===== config.mk =====
export PLATFORM = sky130hd
export DESIGN_NAME = pipeline_control_unit
export DESIGN_NICKNAME = d
export VERILOG_FILES = /design/src/rtl/pipeline_control_unit.sv
export SDC_FILE = /design/constraint.sdc
export NUM_CORES = 1
export LEC_CHECK = 0
export ABC_AREA = 1
export BUFFER_PORTS_ARGS = -buffer_cell sky130_fd_sc_hd__buf_2
export CAP_MARGIN = 5
export CORE_MARGIN = 2
export CORE_UTILIZATION = 45
export DETAILED_ROUTE_END_ITERATION = 10
export GPL_TIMING_DRIVEN = 0
export HOLD_SLACK_MARGIN = 0.08
export MAX_ROUTING_LAYER = met4
export PLACE_DENSITY = 0.71
export SYNTH_ARGS = -nofsm -noshare
export SYNTH_HDL_FRONTEND = slang
export SYNTH_SLANG_ARGS = --single-unit

===== constraint.sdc =====
create_clock -name clk -period 2.85 [get_ports clk]
set_clock_uncertainty 0.1 [all_clocks]
set_input_delay 0.855 -clock clk [delete_from_list [all_inputs] [get_ports clk]]
set_output_delay 0.855 -clock clk [all_outputs]
set_load 0.05 [all_outputs]

===== src/rtl/pipeline_control_unit.sv =====
// Pipeline hazard controller: per-register pending-write scoreboard, stall/flush FSM
// and saturating stall/flush event counters for a 5-stage in-order pipeline.
`default_nettype none

module pipeline_control_unit #(
  parameter int NREGS = 16,
  parameter int RA_W  = 4,
  parameter int CNT_W = 16
) (
  input  logic             clk,
  input  logic             rst_n,
  input  logic             id_valid_i,
  input  logic             id_writes_i,
  input  logic [RA_W-1:0]  id_dest_i,
  input  logic             id_srcA_used_i,
  input  logic             id_srcB_used_i,
  input  logic [RA_W-1:0]  id_srcA_i,
  input  logic [RA_W-1:0]  id_srcB_i,
  input  logic             ex_jump_taken_i,
  input  logic             wb_we_i,
  input  logic [RA_W-1:0]  wb_addr_i,
  output logic             pc_enable_o,
  output logic             if_id_enable_o,
  output logic             if_id_flush_o,
  output logic             id_ex_bubble_o,
  output logic [CNT_W-1:0] stall_count_o,
  output logic [CNT_W-1:0] flush_count_o,
  output logic [1:0]       state_o
);

  typedef enum logic [1:0] {
    RUN   = 2'd0,
    STALL = 2'd1,
    FLUSH = 2'd2
  } state_e;

  localparam logic [CNT_W-1:0] CNT_MAX = {CNT_W{1'b1}};

  state_e           state_q, state_d;
  logic [1:0]       pend_q [NREGS];
  logic [1:0]       pend_d [NREGS];
  logic [CNT_W-1:0] stall_cnt_q, stall_cnt_d;
  logic [CNT_W-1:0] flush_cnt_q, flush_cnt_d;

  logic             src_a_busy, src_b_busy;
  logic             hazard;
  logic             issue;
  logic             stall_evt;
  logic [NREGS-1:0] inc_v, dec_v;

  // Hazard looks only at registered pend so a WB clear releases the stall one cycle later.
  assign src_a_busy = id_srcA_used_i && (pend_q[id_srcA_i] != 2'd0);
  assign src_b_busy = id_srcB_used_i && (pend_q[id_srcB_i] != 2'd0);
  assign hazard     = id_valid_i && (src_a_busy || src_b_busy);
  assign issue      = id_valid_i && !hazard && !ex_jump_taken_i && (state_q != FLUSH);
  assign stall_evt  = hazard && !ex_jump_taken_i && (state_q != FLUSH);

  always_comb begin
    inc_v = '0;
    dec_v = '0;
    for (int i = 0; i < NREGS; i++) begin
      inc_v[i] = issue && id_writes_i && (id_dest_i == RA_W'(i));
      dec_v[i] = wb_we_i && (wb_addr_i == RA_W'(i));
    end
  end

  always_comb begin
    for (int i = 0; i < NREGS; i++) begin
      pend_d[i] = pend_q[i];
      if (inc_v[i] && !dec_v[i] && (pend_q[i] != 2'd3)) begin
        pend_d[i] = pend_q[i] + 2'd1;
      end else if (dec_v[i] && !inc_v[i] && (pend_q[i] != 2'd0)) begin
        pend_d[i] = pend_q[i] - 2'd1;
      end
    end
  end

  always_comb begin
    state_d = RUN;
    if (ex_jump_taken_i) begin
      state_d = FLUSH;
    end else if (state_q == FLUSH) begin
      state_d = RUN;
    end else if (hazard) begin
      state_d = STALL;
    end
  end

  always_comb begin
    stall_cnt_d = stall_cnt_q;
    flush_cnt_d = flush_cnt_q;
    if (stall_evt && (stall_cnt_q != CNT_MAX)) begin
      stall_cnt_d = stall_cnt_q + 1'b1;
    end
    if (ex_jump_taken_i && (flush_cnt_q != CNT_MAX)) begin
      flush_cnt_d = flush_cnt_q + 1'b1;
    end
  end

  always_ff @(posedge clk or negedge rst_n) begin
    if (!rst_n) begin
      state_q     <= RUN;
      stall_cnt_q <= '0;
      flush_cnt_q <= '0;
      for (int i = 0; i < NREGS; i++) begin
        pend_q[i] <= 2'd0;
      end
    end else begin
      state_q     <= state_d;
      stall_cnt_q <= stall_cnt_d;
      flush_cnt_q <= flush_cnt_d;
      for (int i = 0; i < NREGS; i++) begin
        pend_q[i] <= pend_d[i];
      end
    end
  end

  // Reset holds the front end frozen with bubbles; a jump outranks every other condition.
  always_comb begin
    pc_enable_o    = 1'b1;
    if_id_enable_o = 1'b1;
    if_id_flush_o  = 1'b0;
    id_ex_bubble_o = !issue;
    if (!rst_n) begin
      pc_enable_o    = 1'b0;
      if_id_enable_o = 1'b0;
      if_id_flush_o  = 1'b1;
      id_ex_bubble_o = 1'b1;
    end else if (ex_jump_taken_i) begin
      if_id_flush_o  = 1'b1;
      id_ex_bubble_o = 1'b1;
    end else if (state_q == FLUSH) begin
      id_ex_bubble_o = 1'b1;
    end else if (hazard) begin
      pc_enable_o    = 1'b0;
      if_id_enable_o = 1'b0;
      id_ex_bubble_o = 1'b1;
    end
  end

  assign stall_count_o = stall_cnt_q;
  assign flush_count_o = flush_cnt_q;
  assign state_o       = state_q;

endmodule

`default_nettype wire


==> impl_metrics.py <==
metrics = {
    "detailed_routing": {
        "routed_wl_um": 11000,
        "final_antenna_net_count": 0,
        "route.detailed.drc": 0,
        "wl_per_cell_um": 12.6,
        "wl_met1_um": 4670,
        "wl_met3_um": 710,
        "drtIter0Drc": 243,
        "wl_met2_um": 5380,
        "top_layer": "met4",
        "vias_per_cell": 5.09,
        "vias": 4449,
        "dr.pass1.iters": 5,
    },
    "sta": {
        "finalHoldViolations": 0,
        "slew_violations": 0,
        "finalWorstSetupSlack_ns": -0.255,
        "fin_crit_sh_pct": 109,
        "tightest_slew_ns": 0.781,
        "post-route-min-period_ns": 3.10,
        "max_freq_ghz": 0.322,
        "setup_viol": 3,
        "relSlewSlack_pct": 47.4,
        "rsz0062_at_grt": "yes",
    },
    "power_and_ir_drop": {
        "irDropWorstVdd_uv": 575,
        "power_density_nw_per_um2": 716,
        "p_leak_nw": 2.79,
    },
    "clock_tree": {
        "tritoncts": "built",
        "path_clk_slew_ns": 0.08,
        "worstSkewPairLatency_ns": 0.36,
        "cts_buffers": 9,
        "htreeDepth": 3,
        "cts_hold_buffers": 0,
        "clock_sinks": 66,
        "root_buffer": "clkbuf_8",
        "clock_path_buffers": 2,
    },
    "grt": {
        "grt_util_all_layers_pct": 22.9,
        "antenna_found_initial": 0,
        "grt_max_degree": 70,
        "grt_pass1_vias": 4163,
        "grt_overflow_total": 0,
        "grt_pass1_wl_um": 18300,
    },
    "floorplan": {
        "start_util_pct": 46.8,
        "pin_count": 62,
        "die_w_um": 103,
        "die_h_um": 103,
        "core_area_um2": 9330,
        "num_rows": 35,
        "die_area_um2": 10500,
    },
    "synth": {
        "yosysUniqueCellTypes": 29,
        "yosysSeqAreaShare_pct": 37.8,
        "syn_inst": 661,
        "syn-num-nets": 687,
        "yosys_warnings": 0,
        "synthTopCellsByArea": "dfrtp_1 38%, nand2_1 21%, inv_1 8.9%",
        "synth_top_cell_area_share_pct": 37.8,
        "synthArstFlopShare_pct": 100,
        "avgSynthCellArea_um2": 6.61,
        "synth_edf_count": 0,
        "synthFlopType": "dfrtp_1",
        "synth.most_common_cell": "nand2_1",
        "syn_area_um2": 4370,
        "synth_common_cells": "240 x nand2_1, 103 x inv_1, 66 x dfrtp_1",
        "synth-seq-cells": 66,
        "synth_top_area_cell": "dfrtp_1",
    },
    "critical_path": {
        "crit_fanout": 5,
        "ff2ff_path_depth": 16,
        "worstPathArrival_ns": 2.15,
        "worstPathRequired_ns": 1.90,
        "worst_setup_path_end_kind": "primary output",
        "worstSetupPathType": "input port to primary output",
        "startpoint_type": "input port",
    },
    "final_layout": {
        "final_cells": 874,
        "final_nets": 766,
        "drive_gt1_share_pct": 16.9,
        "final_core_util_pct": 57.4,
        "area_delta_synth_final_pct": 22.6,
        "antenna_cells": 0,
    },
    "placement": {
        "gp_congestion": 0.923,
        "port_buffers": 59,
        "hpwl_um": 8090,
        "dpl.cell_count": 850,
    },
    "flow_run": {
        "max-cap-violations": 0,
    },
    "status": {
        "violations": "setup timing",
        "status": "finished with violations",
    },
    "hold_path": {
        "hp-class": "input port to asynchronous set/reset pin",
    },
}
-- report_power, final --
part | internal, mW | total (mW) | switching, mW
Sequential | 1.16 | 1.41 | 0.253
Clock | 0.437 | 0.846 | 0.409
Combinational | 0.473 | 1.58 | 1.10
Total | 2.07 | 3.83 | 1.77
-- sequential cells by signal (all words and copies together), names as in the netlist --
register / count
pend_q: 32
flush_count_o: 16
stall_count_o: 16
state_o: 2
-- critical path, stage by stage --
cell and delay, ns:
buf_8 0.11, buf_8 0.13, o21ai_4 0.12, nand2_1 0.09, nand3_2 0.08, nand3_2 0.09, nand3_4 0.12, nand2_4 0.07
nor2_4 0.15, buf_8 0.14, nand2_8 0.04, buf_8 0.15
-- area by class of cell --
class	count	area (µm²)
buffer	11	97.6
clock buffer	10	138
clock inverter	6	72.6
fill	882	3980
inverter	104	398
multi-input combinational	480	2400
sequential	66	1650
tap	129	161
timing repair buffer	68	433
-- logic make-up after synthesis --
| logic type | after synthesis | share of synthesized area [%] |
|---|---|---|
| adder cells (fa/ha/maj) | 2 | 0.573 |
| flip-flops | 66 | 37.8 |
| AO/OA/AOI/OAI | 28 | 3.35 |
| AND/OR/NAND/NOR | 420 | 41.6 |
| XOR/XNOR | 29 | 5.82 |
| buffers and inverters | 115 | 10.6 |
| multiplexers | 1 | 0.258 |
-- final timing paths --
| path | from | to | slack, ns |
|---|---|---|---|
| max | id_srcB_i[0] | id_ex_bubble_o | -0.25 |
| min | rst_n | pend_q[29] | 0.40 |
| max reg2reg | pend_q[26] | pend_q[22] | 0.48 |
| min reg2reg | stall_count_o[2] | stall_count_o[2] | 0.40 |
| max in group asynchronous | rst_n | stall_count_o[12] | 1.96 |
| min in group clk | stall_count_o[2] | stall_count_o[2] | 0.40 |
-- per-layer routing --
metal	track usage, %	up-vias
li1	-	2232
met1	27.8	2061
met2	36.9	129
met3	5.56	27
met4	8.92	0
met5	-	-
-- what timing repair did --
action | CTS | global route
pin swaps | 11 | 5
cloned | 1 | 0
resized for setup | 26 | 20
setup endpoints to repair | 3 | 3
buffers inserted | 4 | 3
-- through the flow --
step	instance area (µm²)	hold WS (ns)	worst slack [ns]	setup TNS (ns)	total power, mW
after global routing	5350	0.416	-0.337	-0.810	4.08
after detailed placement	4910	0.379	-0.588	-1.28	2.87
after floorplan	4420	0.399	-0.137	-0.183	2.48
after global placement	4880	0.376	-0.967	-3.18	2.83
after CTS	5240	0.397	-0.260	-0.586	3.77
final	5350	0.397	-0.255	-0.573	3.83
-- cells in the final DEF, fill, tap and decap left out, types with 9 or more instances in the layout --
master    instances
a21oi_1          16
inv_1           102
buf_2            56
dfrtp_1          66
nand4_1          36
nand3_1          55
buf_4            11
clkbuf_8         10
nand2_1         236
xor2_1           20
nor2_4            9
xnor2_1           9
nor2_1           56
Power figures use the tool's default switching activity.
